--- src/rtl/regfile_viewer_pkg.sv ---
// Shared types and constants for the register-file viewer.
package regfile_viewer_pkg;

  typedef enum logic [0:0] {StIdle, StClear} state_e;

  localparam int unsigned DIGIT_W    = 4;
  localparam int unsigned NUM_DIGITS = 8;

  function automatic logic [15:0] zext16(input logic [15:0] v);
    return v;
  endfunction

endpackage

--- src/rtl/btn_debounce.sv ---
// Two-flop synchroniser, stability-counter debouncer and rising-edge pulse.
module btn_debounce #(
  parameter int unsigned DB_CYCLES = 1_000_000
) (
  input  logic clk,
  input  logic rst_n,
  input  logic btn_i,
  output logic pulse_o
);

  localparam int unsigned     CntW   = $clog2(DB_CYCLES + 1);
  localparam logic [CntW-1:0] CntMax = CntW'(DB_CYCLES - 1);

  logic [1:0]      sync_q, sync_d;
  logic            level_q, level_d;
  logic [CntW-1:0] cnt_q, cnt_d;
  logic            pulse_q, pulse_d;

  always_comb begin
    sync_d  = {sync_q[0], btn_i};
    level_d = level_q;
    cnt_d   = '0;
    // Any cycle where the input agrees with the accepted level restarts the count.
    if (sync_q[1] != level_q) begin
      if (cnt_q == CntMax) begin
        level_d = sync_q[1];
      end else begin
        cnt_d = cnt_q + CntW'(1);
      end
    end
    pulse_d = level_d & ~level_q;
  end

  always_ff @(posedge clk or negedge rst_n) begin
    if (!rst_n) begin
      sync_q  <= '0;
      level_q <= 1'b0;
      cnt_q   <= '0;
      pulse_q <= 1'b0;
    end else begin
      sync_q  <= sync_d;
      level_q <= level_d;
      cnt_q   <= cnt_d;
      pulse_q <= pulse_d;
    end
  end

  assign pulse_o = pulse_q;

endmodule

--- src/rtl/regfile_viewer.sv ---
// Debounced register bank with two read ports, clear sweep, auto-scan and hex-digit packing.
module regfile_viewer
  import regfile_viewer_pkg::*;
#(
  parameter int unsigned N          = 3,
  parameter int unsigned W          = 8,
  parameter int unsigned DB_CYCLES  = 1_000_000,
  parameter int unsigned SCAN_TICKS = 100_000_000,
  parameter int unsigned ZERO_R0    = 0
) (
  input  logic         clk,
  input  logic         rst_n,
  input  logic         btn_we,
  input  logic         btn_clr,
  input  logic         mode_scan,
  input  logic [N-1:0] addr_wr,
  input  logic [N-1:0] addr_rs1,
  input  logic [N-1:0] addr_rs2,
  input  logic [W-1:0] data_in,
  output logic [W-1:0] rs1,
  output logic [W-1:0] rs2,
  output logic [N-1:0] disp_addr,
  output logic [31:0]  digits,
  output logic         busy,
  output logic [7:0]   wr_count
);

  localparam int unsigned      DEPTH   = 1 << N;
  localparam logic [N-1:0]     LastIdx = N'(DEPTH - 1);
  localparam int unsigned      TickW   = $clog2(SCAN_TICKS + 1);
  localparam logic [TickW-1:0] TickMax = TickW'(SCAN_TICKS - 1);

  logic we_p, clr_p;

  btn_debounce #(.DB_CYCLES(DB_CYCLES)) u_db_we (
    .clk    (clk),
    .rst_n  (rst_n),
    .btn_i  (btn_we),
    .pulse_o(we_p)
  );

  btn_debounce #(.DB_CYCLES(DB_CYCLES)) u_db_clr (
    .clk    (clk),
    .rst_n  (rst_n),
    .btn_i  (btn_clr),
    .pulse_o(clr_p)
  );

  logic [1:0]       mode_sync_q, mode_sync_d;
  logic             mode_scan_s;
  state_e           state_q, state_d;
  logic [N-1:0]     clr_idx_q, clr_idx_d;
  logic [7:0]       wr_count_q, wr_count_d;
  logic [W-1:0]     mem_q [DEPTH];
  logic [W-1:0]     mem_d [DEPTH];
  logic [W-1:0]     rs1_q, rs1_d, rs2_q, rs2_d, scan_q, scan_d;
  logic [TickW-1:0] tick_q, tick_d;
  logic [N-1:0]     disp_addr_q, disp_addr_d;
  logic [31:0]      digits_q, digits_d;
  logic             wr_en;
  logic [N-1:0]     wr_addr;
  logic [W-1:0]     wr_data;

  assign mode_sync_d = {mode_sync_q[0], mode_scan};
  assign mode_scan_s = mode_sync_q[1];

  // Control FSM: a clear pulse takes priority over a same-cycle write pulse.
  always_comb begin
    state_d    = state_q;
    clr_idx_d  = clr_idx_q;
    wr_count_d = wr_count_q;
    wr_en      = 1'b0;
    wr_addr    = addr_wr;
    wr_data    = data_in;
    unique case (state_q)
      StIdle: begin
        if (clr_p) begin
          state_d    = StClear;
          clr_idx_d  = '0;
          wr_count_d = '0;
        end else if (we_p && !(ZERO_R0 != 0 && addr_wr == '0)) begin
          wr_en = 1'b1;
          if (wr_count_q != 8'hFF) begin
            wr_count_d = wr_count_q + 8'd1;
          end
        end
      end
      StClear: begin
        wr_en     = 1'b1;
        wr_addr   = clr_idx_q;
        wr_data   = '0;
        clr_idx_d = clr_idx_q + N'(1);
        if (clr_idx_q == LastIdx) begin
          state_d = StIdle;
        end
      end
      default: state_d = StIdle;
    endcase
  end

  // mem_d carries this cycle's write, so reads of mem_d give write-to-read bypass.
  always_comb begin
    mem_d = mem_q;
    if (wr_en) begin
      mem_d[wr_addr] = wr_data;
    end
    rs1_d  = (ZERO_R0 != 0 && addr_rs1 == '0) ? '0 : mem_d[addr_rs1];
    rs2_d  = (ZERO_R0 != 0 && addr_rs2 == '0) ? '0 : mem_d[addr_rs2];
    scan_d = (ZERO_R0 != 0 && disp_addr_q == '0) ? '0 : mem_d[disp_addr_q];
  end

  always_comb begin
    tick_d      = '0;
    disp_addr_d = '0;
    if (mode_scan_s) begin
      disp_addr_d = disp_addr_q;
      if (tick_q == TickMax) begin
        disp_addr_d = disp_addr_q + N'(1);
      end else begin
        tick_d = tick_q + TickW'(1);
      end
    end
  end

  always_comb begin
    if (mode_scan_s) begin
      digits_d = {DIGIT_W'(disp_addr_q), 12'h000, zext16(16'(scan_q))};
    end else begin
      digits_d = {zext16(16'(rs2_q)), zext16(16'(rs1_q))};
    end
  end

  always_ff @(posedge clk or negedge rst_n) begin
    if (!rst_n) begin
      mode_sync_q <= '0;
      state_q     <= StIdle;
      clr_idx_q   <= '0;
      wr_count_q  <= '0;
      mem_q       <= '{default: '0};
      rs1_q       <= '0;
      rs2_q       <= '0;
      scan_q      <= '0;
      tick_q      <= '0;
      disp_addr_q <= '0;
      digits_q    <= '0;
    end else begin
      mode_sync_q <= mode_sync_d;
      state_q     <= state_d;
      clr_idx_q   <= clr_idx_d;
      wr_count_q  <= wr_count_d;
      mem_q       <= mem_d;
      rs1_q       <= rs1_d;
      rs2_q       <= rs2_d;
      scan_q      <= scan_d;
      tick_q      <= tick_d;
      disp_addr_q <= disp_addr_d;
      digits_q    <= digits_d;
    end
  end

  assign rs1       = rs1_q;
  assign rs2       = rs2_q;
  assign disp_addr = disp_addr_q;
  assign digits    = digits_q;
  assign busy      = (state_q == StClear);
  assign wr_count  = wr_count_q;

endmodule

--- config.mk ---
export PLATFORM = sky130hd
export DESIGN_NAME = regfile_viewer
export DESIGN_NICKNAME = d
export VERILOG_FILES = /design/src/rtl/regfile_viewer_pkg.sv /design/src/rtl/btn_debounce.sv /design/src/rtl/regfile_viewer.sv
export SDC_FILE = /design/constraint.sdc
export NUM_CORES = 1
export LEC_CHECK = 0
export CORE_ASPECT_RATIO = 0.9
export CORE_MARGIN = 4
export CORE_UTILIZATION = 45
export CTS_CLUSTER_DIAMETER = 150
export DETAILED_ROUTE_END_ITERATION = 8
export GPL_TIMING_DRIVEN = 0
export PLACE_DENSITY_LB_ADDON = 0.12
export SYNTH_ARGS = -nofsm -noshare
export SYNTH_HDL_FRONTEND = slang
export SYNTH_SLANG_ARGS = --single-unit
--- constraint.sdc ---
create_clock -name clk -period 2.6 [get_ports clk]
set_input_delay 0.52 -clock clk [delete_from_list [all_inputs] [get_ports clk]]
set_output_delay 0.52 -clock clk [all_outputs]
set_load 0.05 [all_outputs]
# ---- After elaboration in Yosys (flattened, before gate mapping)
# Cells that the tools add are included.
dict set report totals {
  output_inout_bits 60
  regBits 212
}
dict set report classes {
  magnitude_cmp 5
  n_eq_ne 9
  n_mux 39
  bitwise 9
  reduce_logical 4
  n_addsub 6
}
# operator n
set op_table {}
lappend op_table {{$mux W8} 11}
lappend op_table {{$mux W20} 4}
lappend op_table {{$bmux W8 S3} 3}
lappend op_table {{$bwmux W64} 1}
lappend op_table {{$mux W64} 1}
lappend op_table {{$mux W27} 2}
lappend op_table {{$add A20 B1 Y20 const B} 2}
lappend op_table {{$eq A20 B20 Y1 const B} 2}
lappend op_table {{$mux W31} 1}
lappend op_table {{$add A27 B1 Y27 const B} 1}
lappend op_table {{$eq A27 B27 Y1 const B} 1}
lappend op_table {{$demux W8 S3} 1}
lappend op_table {{$ge A4 B4 Y1 const B} 4}
lappend op_table {{$not A3 Y4} 4}
lappend op_table {{$mux W3} 4}
lappend op_table {{$add A8 B1 Y8 const B} 1}
lappend op_table {{$mux W1} 8}
lappend op_table {{$ne A8 B8 Y1 const B} 1}
lappend op_table {{$add A3 B1 Y3 const B} 2}
lappend op_table {{$pmux W3 S2} 1}
lappend op_table {{$lt A4 B1 Y1 const B} 1}
lappend op_table {{$ne A2 B1 Y1 const B} 2}
lappend op_table {{$pmux W1 S2} 2}
lappend op_table {{$reduce_bool A2 Y1} 2}
lappend op_table {{other kinds (6)} 10}

# ---- Logic depth before layout (Yosys ltp)
# Gate-level depths: netlist (run 1).
dict set report logic_depth {
  word_depth 11
  mapped_depth 9
  depth_no_buf 7
}

# ---- By module
# A second synthesis (run 1) with hierarchy kept.
dict set report hier_totals {
  hier_cells 1066
  hier_area_um2 10191.0
}
# mod area_per_inst_um2 cells_each instances seq_area_each_um2
set modules_own_cells {}
lappend modules_own_cells {regfile_viewer 7918.8 834 1 3778.6}
lappend modules_own_cells {btn_debounce 1136.1 116 2 600.6}

# ---- Worst setup path before layout (run 1)
# No wires, ideal clock.
dict set report synth_timing {
  path_type {register to register}
  startpoint {reg state_q (netlist: busy)}
  endpoint {reg rs1_q[2] (netlist: rs1[2])}
  path_stages_with_launch 9
  arrival_ns 2.295
  path_buffers 2
  setup_slack_ns 0.183
  synth_period_minus_slack_ns 2.417
  t_required_ns 2.477
  path_cell_list {dfrtp_1 buf_4 nand4bb_1 or3_1 buf_2 o22a_1 a31oi_1 a21oi_1 o221a_2}
}
dict set report synth_between {
  elab_chain_len 11
  word_cells_on_any_way 15
  classes_between {2 x order compare; 10 x mux; 2 x bitwise; 1 x reduce/logical}
}
# item line
set synth_lines {}
lappend synth_lines {{start: declaration} regfile_viewer.sv:51} ;# state_e state_q, state_d;
lappend synth_lines {{start signal: assignment} regfile_viewer.sv:136} ;# state_q <= StIdle;
lappend synth_lines {{start signal: assignment} regfile_viewer.sv:148} ;# state_q <= state_d;
lappend synth_lines {{$mux W3} regfile_viewer.sv:75} ;# unique case (state_q)
lappend synth_lines {{$not A3 Y4 (not written as such)} regfile_viewer.sv:105} ;# mem_d[wr_addr] = wr_data;
lappend synth_lines {{$ge A4 B4 Y1 (not written as such) / $lt A4 B1 Y1 (equally long branches)} regfile_viewer.sv:105}
lappend synth_lines {{$logic_and A1 B1 Y1 (not written as such)} regfile_viewer.sv:105}
lappend synth_lines {{$mux W8 (not written as such)} regfile_viewer.sv:105}
lappend synth_lines {{$demux W8 S3} regfile_viewer.sv:105}
lappend synth_lines {{$bwmux W64} regfile_viewer.sv:105}
lappend synth_lines {{$mux W64 (*)} regfile_viewer.sv:104} ;# if (wr_en) begin
lappend synth_lines {{$bmux W8 S3 (*)} regfile_viewer.sv:107} ;# rs1_d = (ZERO_R0 != 0 && addr_rs1 == '0) ? '0 : mem_d[addr_rs1];
lappend synth_lines {{$mux W8 (not written as such) (*) (2 in a row)} regfile_viewer.sv:107}
lappend synth_lines {{via rs1_d[2]} regfile_viewer.sv:56} ;# logic [W-1:0] rs1_q, rs1_d, rs2_q, rs2_d, scan_q, scan_d;
lappend synth_lines {{end signal: assignment} regfile_viewer.sv:152} ;# rs1_q <= rs1_d;
lappend synth_lines {{end: declaration} regfile_viewer.sv:56}
# Mark *: on every way through the listed nets, which the timed path passes. The rest lies on a longest branch. The select of a mux whose other input is x is not followed.
# A chain may end at the register's enable or synchronous reset.

# ---- Final worst setup path (run 1)
dict set report layout_timing {
  startpoint {in addr_rs2[1]}
  endpoint {reg rs2_q[3] (netlist: rs2[3])}
}
dict set report layout_between {
  elab_chain_len 4
}
# item line
set layout_lines {}
lappend layout_lines {{start: declaration} regfile_viewer.sv:18} ;# input logic [N-1:0] addr_rs2,
lappend layout_lines {{$not A3 Y4 (not written as such)} regfile_viewer.sv:108} ;# rs2_d = (ZERO_R0 != 0 && addr_rs2 == '0) ? '0 : mem_d[addr_rs2];
lappend layout_lines {{$bmux W8 S3} regfile_viewer.sv:108}
lappend layout_lines {{$mux W8 (not written as such) (2 in a row)} regfile_viewer.sv:108}
lappend layout_lines {{via rs2_d[3]} regfile_viewer.sv:56}
lappend layout_lines {{end signal: assignment} regfile_viewer.sv:153} ;# rs2_q <= rs2_d;
lappend layout_lines {{end: declaration} regfile_viewer.sv:56}
# The timed path passes the listed nets, and every way through them passes these cells. The select of a mux whose other input is x is not followed.

==> reports/qor.txt, run 1 <==
Status: finished, violations left
Failing checks: setup timing
# DRC: 0
Largest net degree at the start of global routing: 109
# hold bufs at CTS: 0
Crit path launch type: input pin
Hold Worst Slack: 0.09525 ns
Worst setup EP type: register
Mapped Avg Cell Area: 9.749 um2
Arrival time of the worst setup path: 2.90 ns
DRT Pass-1 Iters: 5
Post-synthesis async set-or-reset flop share: 100.0%
Fin crit share: 100.4%
Initial Util: 45.90%
Core Region: 22580 um2
Die Span Y: 152.0 um
Seq cells post-synth: 199
Minimum clock period: 2.611 ns
Vias: 8555
EDFF count, synth: 0
Die width: 168.0 um
Worst Tran Pin Value: 0.7123 ns
Post-synth top flop: dfrtp_1
Flop pwr share: 49.1%
Mapped Cells: 1063
Final WS setup: -0.01068 ns
Leakage power: 5.561 nW
Num CTS Buffers: 17
Die Area: 25530 um2
Pint: 4.734 mW
Clock Power Share: 41.3%
CTS sink count: 199
Max Clk Rate: 383.0 MHz
Initial DRC Count: 1047
First-pass GRT wire length: 46990 um
Count of warnings emitted by yosys: 0
Post-Synthesis Cell Area: 10360 um2
Worst-case vdd ir drop: 343.9 uV
Io pins: 82
Synth cell types: 69
DP Area: 11420 um2
DR WL/cell: 20.11 um
Slew HR: 52.51%
Clk_skew: 0.01350 ns
Worst-path maximum fanout: 10
GP Congestion: 0.9563
Req. time, crit path: 2.89 ns
Switching part of the total: 26.75%
Layout cells sized above 1: 13.14%
CTS HTree Levels: 4
Switch Pwr: 1.728 mW
FP Rows: 52
Hold WC Path Type: input pin to async pin
TritonCTS clock tree: built
Worst-path clk slew: 0.08 ns
Final instance area: 12320 um2
Clock Root Buffer: clkbuf_16
Power per cell area: 524.5 nW/um2
CTS Buffer Depth: 2
Worst-skew pair later-pin latency: 0.44 ns
GRT overflow: 0
Nets@finish: 1189
# setup viols final: 1
Crit Path Class: input pin to register
Total Routing Usage GR: 23.24%
Detailed Place HPWL: 20870 um
Antenna Cells: 0
Routed vias/inst: 5.824
Logic pwr share: 9.7%
FILL cells: 2047
DRT Wirelength: 29540 um
Fin. max-slew vios: 0
Detail Route Antenna Nets: 0
Area growth syn-to-layout: 18.89%
Final Util: 54.58%
Post-synthesis sequential area ratio: 48.05%
Port buffer count: 61
Fin. Hold Viols: 0
RSZ-0062 raised after global routing: yes
Initial antenna violation count: 0
Max-cap check violation count: 0
Post-layout power: 6.462 mW
Number of global-route vias before repair: 7934
## through the flow
step	TNS (ns)	std cells	setup WS, ns
after floorplan	0	1075	0.1826
after global placement	-1518.51	1433	-7.524
after CTS	-0.01480	1468	-0.01316
final	-0.01068	1469	-0.01068
after global routing	-0.1432	1469	-0.06072
after detailed placement	-24.75	1434	-0.9269
## cell type report
class | instances | area [um2] | share of cell area (%)
plain buffers | 74 | 400.4 | 3.249
clock buffers | 19 | 452.9 | 3.676
clock inverters | 12 | 138.9 | 1.127
inverters | 42 | 157.7 | 1.279
multi-input cells | 757 | 5109 | 41.46
flip-flops and latches | 199 | 4981 | 40.42
well taps | 297 | 371.6 | 3.016
repair buffers | 69 | 710.7 | 5.768
## critical path, cell delays in order
cell	delay (ns)
clkdlybuf4s50_1	0.61
clkbuf_1	0.54
nand2_1	0.29
o22ai_1	0.35
o21ai_0	0.15
a211oi_1	0.44
## cell usage after synthesis, types with 6 or more instances
library cell  instances  area, um2
nand4_1              12      75.07
and2_1               18      112.6
a22o_1               18      157.7
a22oi_1              26      195.2
xnor2_1              22      192.7
dfrtp_1             199       4980
a21oi_1              28      140.1
and3_1               28      175.2
o211ai_1             16      120.1
nor2b_1              17      106.4
a31oi_1              18      112.6
mux4_2                9      202.7
clkbuf_1             39      146.4
nor3_1                9      45.04
ha_1                  7      87.58
a211oi_1             11      82.58
inv_1                40      150.1
o21a_1               10      75.07
mux2_2               15      168.9
xor2_1               45      394.1
a221oi_1             10      87.58
nand3_1              49      245.2
o22ai_1              10      62.56
nand2_1             110      412.9
nor2_1              101      379.1
o21ai_0              39      195.2
mux2i_1              23      230.2
buf_2                15      75.07
buf_4                17      127.6
o22a_1                6      52.55
nor3b_1               7      52.55
## path summary, 6_finish.rpt
| check | from | end | slack [ns] | depth (start not counted) |
|---|---|---|---|---|
| hold / removal | rst_n | tick_q[5] | 0.1 | 1 |
| setup / recovery | addr_rs2[1] | rs2[3] | -0.01 | 6 |
| min in group clk | u_db_we.sync_q[0] | u_db_we.sync_q[1] | 0.35 | 0 |
| max in group asynchronous | rst_n | mem_q[54] | 1.52 | 2 |
| setup reg to reg | busy | rs1[2] | 0.08 | 9 |
| hold reg to reg | u_db_we.sync_q[0] | u_db_we.sync_q[1] | 0.35 | 0 |
## power groups by stage
stage / Clock [mW] / Combinational [mW] / Sequential, mW
floorplan: 0 / 0.239 / 3.35
global placement: 0 / 0.606 / 3.24
detailed placement: 0 / 0.613 / 3.23
CTS: 2.73 / 0.618 / 3.17
global route: 2.86 / 0.665 / 3.18
finish: 2.67 / 0.625 / 3.17
## state kept, by name, summed over array words and instances, names as in the netlist, 8 cells and up
name,count
rs2,8
digits,19
wr_count,8
rs1,8
tick_q,27
mem_q,64
scan_q,8
u_db_clr.cnt_q,20
u_db_we.cnt_q,20
## cell usage in the layout, fill, tap and decap left out, types with 13 or more instances in the layout
cell and n:
buf_4 25, a21oi_1 27, xor2_1 45, clkbuf_1 28, clkdlybuf4s50_1 59, nor2_1 99
o211ai_1 16, conb_1 13, a22o_1 18, mux2i_1 23, xnor2_1 22, o21ai_0 37
nor2b_1 16, a22oi_1 21, mux2_2 15, and3_1 28, nand3_1 49, nand2_1 108
clkbuf_16 17, and2_1 16, inv_1 40, dfrtp_1 198
## metal layers
| metal | GRT usage, % | vias to the layer above | wire, um |
|---|---|---|---|
| met5 | 0 | - | 0 |
| met4 | 4.830 | 0 | 326 |
| met3 | 6.911 | 29 | 3075 |
| met2 | 31.54 | 409 | 12160 |
| met1 | 36.68 | 4167 | 13970 |
| li1 | - | 3950 | - |
## cell families (layout without fill, tap and decap cells)
kind of cell / Yosys count / in the layout / share of synthesized area, %
simple gates: 389 / 389 / 18.60
mux: 47 / 47 / 5.807
buf+inv: 119 / 216 / 5.179
xor+xnor: 67 / 67 / 5.662
flops: 199 / 199 / 48.05
compound gates: 234 / 234 / 15.82
fa+ha+maj: 7 / 7 / 0.8451
other cells: 1 / 13 / 0.03618
## what timing repair did
action,CTS,global route
setup endpoints to repair,45,46
gates cloned,0,0
pin swaps,1,3
gates resized for setup,33,34
setup buffers,5,2
No activity file was read; power rests on OpenSTA's default activity.
==> run 2, diff against run 1 <==
==> constraint.sdc (replaced) <==
create_clock -name clk -period 2.5 [get_ports clk]
set_input_delay 0.5 -clock clk [delete_from_list [all_inputs] [get_ports clk]]
set_output_delay 0.5 -clock clk [all_outputs]
set_load 0.05 [all_outputs]
==> run 2 against run 1 <==
Compared with the run above: the run still ends with setup timing left; setup slack got worse by 0.039 ns; clock power rose by 4%; non-clock buffer count rose by 8; utilization rose by 0.69 points; sequential cell count did not move.
==> reports/qor.txt, run 2 (synthesis results as in run 1) <==
Port buffer count: 61 (unchanged)
Crit Path Class: input pin to register
CTS Buffer Depth: 2 (unchanged)
Worst-skew pair later-pin latency: 0.44 ns (about the same)
FP Rows: 52 (unchanged)
Area growth syn-to-layout: 20.40%
Core Region: 22580 um2 (unchanged)
First-pass GRT wire length: 47120 um (+0.28%)
GP Congestion: 0.9563 (unchanged)
R2R cell count: 5 (-4)
Nets@finish: 1197 (+0.67%)
Worst setup EP type: register
# setup viols final: 2 (+1)
# DRC: 0 (unchanged)
Slew HR: 50.48% (-2.0 points)
Routed vias/inst: 5.816 (-0.13%)
Initial antenna violation count: 0 (unchanged)
Number of global-route vias before repair: 7984 (+0.63%)
Die Span Y: 152.0 um (unchanged)
DRT Wirelength: 29780 um (+0.83%)
Final instance area: 12480 um2 (+1.3%)
Layout cells sized above 1: 14.66% (+1.5 points)
Crit path cell chain: clkdlybuf4s50_1, nor2b_1, buf_2, and2_0, clkbuf_2, o21ai_1, o21ai_0, a2bb2oi_1, a32oi_1
Req. time, crit path: 2.81 ns (-0.08 ns)
Clock Root Buffer: clkbuf_16
Largest register FFs: 64 (unchanged)
Worst-path clk slew: 0.08 ns (about the same)
Detail Route Antenna Nets: 0 (unchanged)
Die width: 168.0 um (unchanged)
CTS sink count: 199 (unchanged)
Antenna Cells: 0 (unchanged)
Detailed Place HPWL: 20870 um (unchanged)
R2r startpoint: disp_addr[1]
Minimum clock period: 2.550 ns
Max stage delay cell, worst path: clkdlybuf4s50_1
CTS HTree Levels: 4 (unchanged)
Worst reg-to-reg setup slack: -0.01 ns (-0.09 ns)
Total Routing Usage GR: 23.30% (+0.055 points)
Max Clk Rate: 392.2 MHz
Num CTS Buffers: 17 (unchanged)
# hold bufs at CTS: 0 (unchanged)
Most common cell after layout, fill and taps aside: dfrtp_1
Status: finished, violations left
Fin. Hold Viols: 0 (unchanged)
DP Area: 11420 um2 (unchanged)
Largest regs: mem_q x64, tick_q x27
Arrival time of the worst setup path: 2.86 ns (-0.04 ns)
R2r endpoint: scan_q[4]
Io pins: 82 (unchanged)
Worst-path maximum fanout: 10 (unchanged)
Hold WC Path Type: input pin to async pin
Fin crit share: 102.0%
DR WL/cell: 20.17 um (+0.29%)
Commonest non-fill, non-tap cells in the layout: dfrtp_1, nand2_1, nor2_1
Leakage power: 5.606 nW (+0.80%)
Max-cap check violation count: 0 (unchanged)
Failing checks: setup timing
TritonCTS clock tree: built
Initial Util: 45.90% (unchanged)
Die Area: 25530 um2 (unchanged)
Clk_skew: 0.01129 ns (-0.002216 ns)
Post-layout power: 6.725 mW (+4.1%)
GRT overflow: 0 (unchanged)
Initial DRC Count: 935 (-11%)
Worst Tran Pin Value: 0.7428 ns (+0.03056 ns)
DRT Pass-1 Iters: 5 (unchanged)
Hold Worst Slack: 0.08465 ns (-0.01059 ns)
RSZ-0062 raised after global routing: yes
Biggest register: mem_q
Largest net degree at the start of global routing: 109 (unchanged)
Power per cell area: 538.9 nW/um2 (+2.8%)
Max stage delay on crit path: 0.52 ns (-0.09 ns)
Vias: 8590 (+0.41%)
Fin. max-slew vios: 0 (unchanged)
Final WS setup: -0.04989 ns (-0.03921 ns)
Crit path launch type: input pin
Worst-case vdd ir drop: 355.9 uV (+3.5%)
-- run 2: cell count changes in the layout (fill, tap and decap cells not counted), sizes merged --
cell          delta
buf             +15
clkbuf           -7
dlygate4sd2      +1
dlymetal6s2s     -1
-- run 2: routing by layer --
metal	part of all wire (%)	track usage [%]	up-vias	wire length (um)
met5	0	0	-	0
met4	1.5	5.100	0	435
met3	9.9	6.989	38	2951
met2	42	31.71	400	12420
met1	47	36.52	4195	13980
li1	-	-	3957	-
-- run 2: final cells by class --
class                           instances  area (um2)
Inverter                               42       157.7
Sequential cell                       199        4982
Clock buffer                           19       452.9
Fill cell                            2024       10100
Clock inverter                         12       138.9
Timing Repair Buffer                   78       787.0
Multi-Input combinational cell        757        5187
Tap cell                              297       371.6
Buffer                                 73       400.4
-- run 2: critical path, delay by kind of cell --
| kind | cells | cell delay, ns |
|---|---|---|
| simple gates | 2 | 0.37 |
| compound gates | 4 | 1.09 |
| buf+inv | 3 | 0.89 |
-- run 2: metrics by stage --
stage	instances	setup WS (ns)	utilization (%)	TNS [ns]
floorplan	1075	0.08259	-	0
global placement	1433	-7.604	50.45	-1541.24
detailed placement	1434	-1.007	50.60	-31.57
CTS	1471	0.005362	54.21	0
global route	1477	-0.03319	55.27	-0.1171
finish	1477	-0.04989	55.27	-0.06373
-- run 2: worst max path at each step --
stage / startpoint / depth (start not counted) / end / slack [ns]
detailed placement: addr_wr[2] / 8 / scan_q[3] / -1.01
global placement: rst_n / 1 / mem_q[34] / -7.60
CTS: u_db_we.pulse_o / 6 / rs2[0] / 0.005
floorplan: busy / 8 / rs1[2] / 0.08
finish: addr_wr[2] / 9 / rs1[4] / -0.05
global route: busy / 8 / scan_q[4] / -0.03
-- run 2: repair_timing --
item	4_1_cts	5_1_grt
gates resized for setup	41	43
endpoints found under the setup margin	50	53
pin swaps	2	6
setup buffers	8	8
-- run 2: where the power goes --
group	switching, mW	total, mW	leakage [nW]	internal [mW]
Combinational	0.460	0.657	2.70	0.197
Sequential	0.0300	3.30	2.62	3.27
Clock	1.31	2.77	0.285	1.46
